**src/rtl/hsv_adj_ctrl.sv**
```systemverilog
// hsv_adj_ctrl: frame-synchronous config shadow/commit plus a 2-stage HSV
// adjust pipeline feeding the HSV-to-RGB converter.
module hsv_adj_ctrl #(
  parameter int HUE_RANGE = 360,
  parameter int GAIN_FRAC = 6
) (
  input  logic        clk,
  input  logic        reset,
  input  logic        cfg_wr,
  input  logic [1:0]  cfg_addr,
  input  logic [8:0]  cfg_wdata,
  input  logic        vs,
  input  logic        hs,
  input  logic        de,
  input  logic [8:0]  i_hsv_h,
  input  logic [8:0]  i_hsv_s,
  input  logic [7:0]  i_hsv_v,
  output logic        o_vs,
  output logic        o_hs,
  output logic        o_de,
  output logic [8:0]  o_hsv_h,
  output logic [8:0]  o_hsv_s,
  output logic [7:0]  o_hsv_v,
  output logic        cfg_pending,
  output logic        commit_pulse,
  output logic [15:0] frame_cnt
);
  localparam logic [8:0] HUE_MAX   = 9'(HUE_RANGE - 1);
  localparam logic [9:0] HUE_MOD   = 10'(HUE_RANGE);
  localparam logic [7:0] UNITY     = 8'(1 << GAIN_FRAC);

  typedef enum logic {IDLE, PENDING} state_t;
  state_t r_state;

  logic       r_vs_q;
  logic [8:0] r_sh_hue, r_act_hue;
  logic [7:0] r_sh_sat, r_act_sat;
  logic [7:0] r_sh_val, r_act_val;
  logic       r_sh_en,  r_act_en;
  logic       r_commit;
  logic [15:0] r_frame;

  logic       w_vs_rise;
  logic [8:0] w_hue_wr;
  logic [8:0] w_hc;

  assign w_vs_rise    = vs & ~r_vs_q;
  assign w_hue_wr     = (cfg_wdata > HUE_MAX) ? HUE_MAX : cfg_wdata;
  assign w_hc         = (i_hsv_h > HUE_MAX) ? HUE_MAX : i_hsv_h;
  assign cfg_pending  = (r_state == PENDING);
  assign commit_pulse = r_commit;
  assign frame_cnt    = r_frame;

  // Commit FSM: writes land in shadow; active takes the pre-write shadow on vs_rise
  always_ff @(posedge clk) begin
    if (reset) begin
      r_state   <= IDLE;
      r_vs_q    <= 1'b0;
      r_commit  <= 1'b0;
      r_frame   <= 16'd0;
      r_sh_hue  <= 9'd0;  r_act_hue <= 9'd0;
      r_sh_sat  <= UNITY; r_act_sat <= UNITY;
      r_sh_val  <= UNITY; r_act_val <= UNITY;
      r_sh_en   <= 1'b0;  r_act_en  <= 1'b0;
    end else begin
      r_vs_q   <= vs;
      r_commit <= 1'b0;
      if (w_vs_rise) r_frame <= r_frame + 16'd1;
      case (r_state)
        IDLE: if (cfg_wr) r_state <= PENDING;
        PENDING: begin
          if (w_vs_rise) begin
            r_act_hue <= r_sh_hue;
            r_act_sat <= r_sh_sat;
            r_act_val <= r_sh_val;
            r_act_en  <= r_sh_en;
            r_commit  <= 1'b1;
            // a write colliding with the commit keeps the FSM pending
            if (!cfg_wr) r_state <= IDLE;
          end
        end
        default: r_state <= IDLE;
      endcase
      if (cfg_wr) begin
        case (cfg_addr)
          2'd0: r_sh_hue <= w_hue_wr;
          2'd1: r_sh_sat <= cfg_wdata[7:0];
          2'd2: r_sh_val <= cfg_wdata[7:0];
          default: r_sh_en <= cfg_wdata[0];
        endcase
      end
    end
  end

  logic [9:0]  r_s1_hsum;
  logic [16:0] r_s1_smul;
  logic [15:0] r_s1_vmul;
  logic [8:0]  r_s1_h, r_s1_s;
  logic [7:0]  r_s1_v;
  logic        r_s1_en;
  logic [2:0]  r_sync_s1;

  // Stage 1: clamp + add hue, multiply gains, keep raw copies for bypass
  always_ff @(posedge clk) begin
    if (reset) begin
      r_s1_hsum <= '0; r_s1_smul <= '0; r_s1_vmul <= '0;
      r_s1_h    <= '0; r_s1_s    <= '0; r_s1_v    <= '0;
      r_s1_en   <= 1'b0;
      r_sync_s1 <= '0;
    end else begin
      r_s1_hsum <= {1'b0, w_hc} + {1'b0, r_act_hue};
      r_s1_smul <= {8'd0, i_hsv_s} * {9'd0, r_act_sat};
      r_s1_vmul <= {8'd0, i_hsv_v} * {8'd0, r_act_val};
      r_s1_h    <= i_hsv_h;
      r_s1_s    <= i_hsv_s;
      r_s1_v    <= i_hsv_v;
      r_s1_en   <= r_act_en;
      r_sync_s1 <= {vs, hs, de};
    end
  end

  logic [8:0]  w_h;
  logic [16:0] w_s_sh;
  logic [15:0] w_v_sh;
  logic [8:0]  w_s;
  logic [7:0]  w_v;

  assign w_h    = 9'((r_s1_hsum >= HUE_MOD) ? (r_s1_hsum - HUE_MOD) : r_s1_hsum);
  assign w_s_sh = r_s1_smul >> GAIN_FRAC;
  assign w_v_sh = r_s1_vmul >> GAIN_FRAC;
  assign w_s    = (w_s_sh > 17'd255) ? 9'd255 : {1'b0, w_s_sh[7:0]};
  assign w_v    = (w_v_sh > 16'd255) ? 8'd255 : w_v_sh[7:0];

  // Stage 2: wrap hue, saturate gains, or bypass raw input when disabled
  always_ff @(posedge clk) begin
    if (reset) begin
      o_hsv_h <= '0; o_hsv_s <= '0; o_hsv_v <= '0;
      {o_vs, o_hs, o_de} <= 3'b000;
    end else begin
      o_hsv_h <= r_s1_en ? w_h : r_s1_h;
      o_hsv_s <= r_s1_en ? w_s : r_s1_s;
      o_hsv_v <= r_s1_en ? w_v : r_s1_v;
      {o_vs, o_hs, o_de} <= r_sync_s1;
    end
  end
endmodule

```
**config.mk**
```make
export PLATFORM = sky130hd
export DESIGN_NAME = hsv_adj_ctrl
export DESIGN_NICKNAME = d
export VERILOG_FILES = /design/src/rtl/hsv_adj_ctrl.sv
export SDC_FILE = /design/constraint.sdc
export NUM_CORES = 1
export LEC_CHECK = 0
export BUFFER_PORTS_ARGS = -buffer_cell sky130_fd_sc_hd__buf_2
export CAP_MARGIN = 20
export CORE_ASPECT_RATIO = 1.5
export CORE_MARGIN = 4
export CORE_UTILIZATION = 35
export DETAILED_ROUTE_END_ITERATION = 10
export HOLD_SLACK_MARGIN = 0.03
export SLEW_MARGIN = 5
export SYNTH_ARGS = -nofsm -noshare
export SYNTH_HDL_FRONTEND = slang
export SYNTH_SLANG_ARGS = --single-unit
export TNS_END_PERCENT = 50
```
**constraint.sdc**
```tcl
create_clock -name clk -period 5.05 [get_ports clk]
set_input_delay 0 -clock clk [delete_from_list [all_inputs] [get_ports clk]]
set_output_delay 0 -clock clk [all_outputs]
set_load 0.05 [all_outputs]
```
==> flow_metrics.py <==
metrics = {
    "clocking": {
        "cts_root_buf": "clkbuf_16",
        "post_cts_buffers": 0,
        "cts.path.max_buffers": 2,
        "cts_tree": "built",
        "holdBufCountCts": 49,
        "numCtsBuffers": 17,
        "ctsHtreeMaxLevel": 4,
        "cts_num_sinks": 160,
        "cts_resized": 0,
        "path_clk_slew_ns": 0.07,
        "clk_latency_ns": 0.44,
    },
    "synthesis": {
        "synth_top_family_by_area": "simple AND/OR/NAND/NOR gates",
        "syn_area_per_cell_um2": 8.97,
        "synth.area.top_cells": "dfxtp_1 31%, fa_1 15%, ha_1 9.6%",
        "synth_edf_count": 0,
        "ys_ff_latch": 160,
        "async_reset_ff_share_pct": 0,
        "ys_types": 73,
        "yosysTopAreaCellShare_pct": 31.4,
        "syn_nets": 1333,
        "synth_flop_cell": "dfxtp_1",
        "post_synth_xor_area_fraction_pct": 2.41,
        "synth_seq_area_share_pct": 31.4,
        "netlist_area_um2": 10200,
        "synthMuxAreaShare_pct": 1.33,
        "synth_fa_ha_area_share_pct": 24.7,
        "ys_warn_count": 0,
        "synth_compound_area_share_pct": 9.57,
        "netlist_instances": 1135,
        "yosys.area.top_type": "dfxtp_1",
        "synthSimpleGateAreaFrac_pct": 24.8,
    },
    "floorplanning": {
        "fp.dieH_um": 217,
        "die_x_um": 147,
        "die_area_um2": 32000,
        "initial_core_util_pct": 35.5,
        "fp-row-count": 76,
        "ioPinCount": 90,
        "core_region_area_um2": 28700,
    },
    "setup_path": {
        "crit_family": "adder cells",
        "reg2reg_setup_slack_ns": 0.53,
        "r2r-end": "r_s1_smul[16]",
        "timing.critical_path.buf_inv": 3,
        "cpMostUsedCell": "fa_1",
        "cp-end-kind": "register",
        "critPathMaxFanout": 10,
        "cp.arrival_ns": 4.85,
        "crit_type": "reg2reg",
        "required_ns": 5.38,
        "crit_slowest_cell": "fa_1",
        "critPathLaunchType": "register",
        "slowest_delay_ns": 0.55,
        "reg2reg_from": "r_act_sat[6]",
        "path_cells": "nand2_1 -> fa_1 -> fa_1 -> inv_1 -> fa_1 -> inv_1 -> fa_1 -> inv_1 -> ha_1 -> a21oi_1 -> o21ai_2 -> a41o_1 -> a21oi_2 -> mux2_4",
        "r2r_cells": 14,
    },
    "detailed_routing": {
        "drtPass1Iterations": 4,
        "dr.first_iter.drc_count": 286,
        "via_count": 7977,
        "ant_nets": 0,
        "vias_per_cell": 4.80,
        "drc": 0,
        "routedWlPerCell_um": 14.4,
        "finalWirelength_mm": 23.9,
    },
    "sta": {
        "slew_headroom_pct": 40.9,
        "grt_setup_unrepaired": "false",
        "drv_slew": 0,
        "max_slew.worst_pin.slew_ns": 0.887,
        "fin_setup_tns_ns": 0,
        "finalClockSkew_ns": 0.00988,
        "setup_viol": 0,
        "fmax_mhz": 221,
        "fin_crit_ns": 4.52,
        "finalCritPeriodShare_pct": 89.5,
        "final_hold_viol_count": 0,
    },
    "global_route": {
        "antenna_found_initial": 0,
        "grt-ovfl-total": 0,
        "grt_usage_pct": 15.2,
        "grt_max_degree": 92,
        "grt_pass1_wl_mm": 38.9,
        "grt_pass1_vias": 7879,
    },
    "outcome": {
        "status": "complete, no violations",
    },
    "pwr": {
        "leakagePower_nw": 5.46,
        "p_total_mw": 2.95,
        "p_per_area_nw_per_um2": 245,
        "ir_worst_vdd_mv": 0.204,
    },
    "job": {
        "drv_cap": 0,
    },
    "layout": {
        "diodes": 0,
        "final_util_pct": 41.9,
        "final_common_cell": "dfxtp_1",
        "stdcell_area_um2": 12000,
        "drive_gt1_share_pct": 12.1,
        "area.growth.synth_to_final_pct": 18.2,
        "layout_common_cells": "160 x dfxtp_1, 114 x nand2_1, 113 x inv_1",
        "n_fill_cell": 2940,
        "nNetsFinal": 1457,
    },
    "worst_hold_path": {
        "hold_end": "r_s1_vmul[10]",
        "hold_path_class": "in2reg",
        "min_path_cells": 2,
        "worstHoldStart": "reset",
    },
    "placement": {
        "dp_hpwl_mm": 18.2,
        "gp_congestion": 0.881,
        "place_area_um2": 11000,
        "place.port_buffers": 89,
    },
}
==> cell type report <==
| class | instances | area [um^2] | share of cell area, % |
|---|---|---|---|
| Clock inverter | 12 | 101 | 0.842 |
| Inverter | 113 | 424 | 3.52 |
| Clock buffer | 20 | 457 | 3.79 |
| Timing Repair Buffer | 142 | 968 | 8.05 |
| Multi-Input combinational cell | 825 | 6390 | 53.1 |
| Sequential cell | 160 | 3200 | 26.6 |
| Tap cell | 390 | 488 | 4.05 |
==> worst max-delay path by stage <==
stage / start / to / cells after the start
after floorplan: r_act_sat[7] / r_s1_smul[16] / 14
after global placement: r_act_sat[6] / r_s1_smul[16] / 14
after detailed placement: r_act_sat[7] / r_s1_smul[16] / 14
after CTS: r_act_sat[6] / r_s1_smul[16] / 14
after global routing: r_act_sat[7] / r_s1_smul[16] / 14
final: r_act_sat[6] / r_s1_smul[16] / 14
==> sequential cells by signal (all words and copies together), names as in the netlist, 2 cells and up <==
register   count
r_s1_h         9
o_hsv_h        9
r_act_sat      8
r_sync_s1      2
r_act_val      8
r_s1_s         9
r_s1_smul     11
r_act_hue      9
r_sh_val       8
r_s1_vmul     10
r_sh_sat       8
o_hsv_v        8
r_sh_hue       9
r_s1_hsum     10
o_hsv_s        9
r_s1_v         8
frame_cnt     16
==> logic make-up (layout without fill, tap and decap cells) <==
kind of cell / after synthesis / count (layout)
compound gates: 150 / 150
xor+xnor: 28 / 28
fa+ha+maj: 155 / 155
buf+inv: 150 / 287
flops: 160 / 160
mux: 13 / 13
simple gates: 479 / 479
==> worst reg2reg max path, stage by stage (launching register included) <==
cell     delay (ns)
dfxtp_1        0.50
nand2_1        0.13
fa_1           0.50
fa_1           0.55
inv_1          0.05
fa_1           0.52
inv_1          0.06
fa_1           0.55
inv_1          0.05
ha_1           0.33
a21oi_1        0.32
o21ai_2        0.17
a41o_1         0.27
a21oi_2        0.12
mux2_4         0.30
==> power breakdown <==
group | internal [mW] | total, mW | switching [mW] | leakage (nW)
sequential | 1.32 | 1.34 | 0.0234 | 1.31
combinational | 0.145 | 0.387 | 0.242 | 3.88
clock | 0.665 | 1.22 | 0.556 | 0.265
total | 2.13 | 2.95 | 0.821 | 5.46
==> metrics by stage <==
stage	worst slack (ns)	cells	hold WS, ns
after floorplan	0.797	1135	0.117
after global placement	0.560	1581	0.211
after detailed placement	0.523	1581	0.229
after CTS	0.532	1662	0.146
after global routing	0.379	1662	0.212
final	0.528	1662	0.154
==> metal layers <==
layer / vias up / routed length (um) / global-route usage (%)
li1: 3960 / - / -
met1: 3875 / 9170 / 16.1
met2: 109 / 13500 / 29.8
met3: 33 / 623 / 2.56
met4: 0 / 578 / 5.22
met5: - / 0 / 0
==> cells in the mapped netlist, types with 13 or more instances <==
cell,instances
a21oi_1,60
o21ai_0,19
nand3_1,13
dfxtp_1,160
inv_1,113
ha_1,78
xor2_1,17
and2_1,107
nor2_1,95
nand2_1,114
nor3_1,31
clkbuf_1,25
nor2b_1,41
fa_1,77
(Power assumes the default switching activity.)
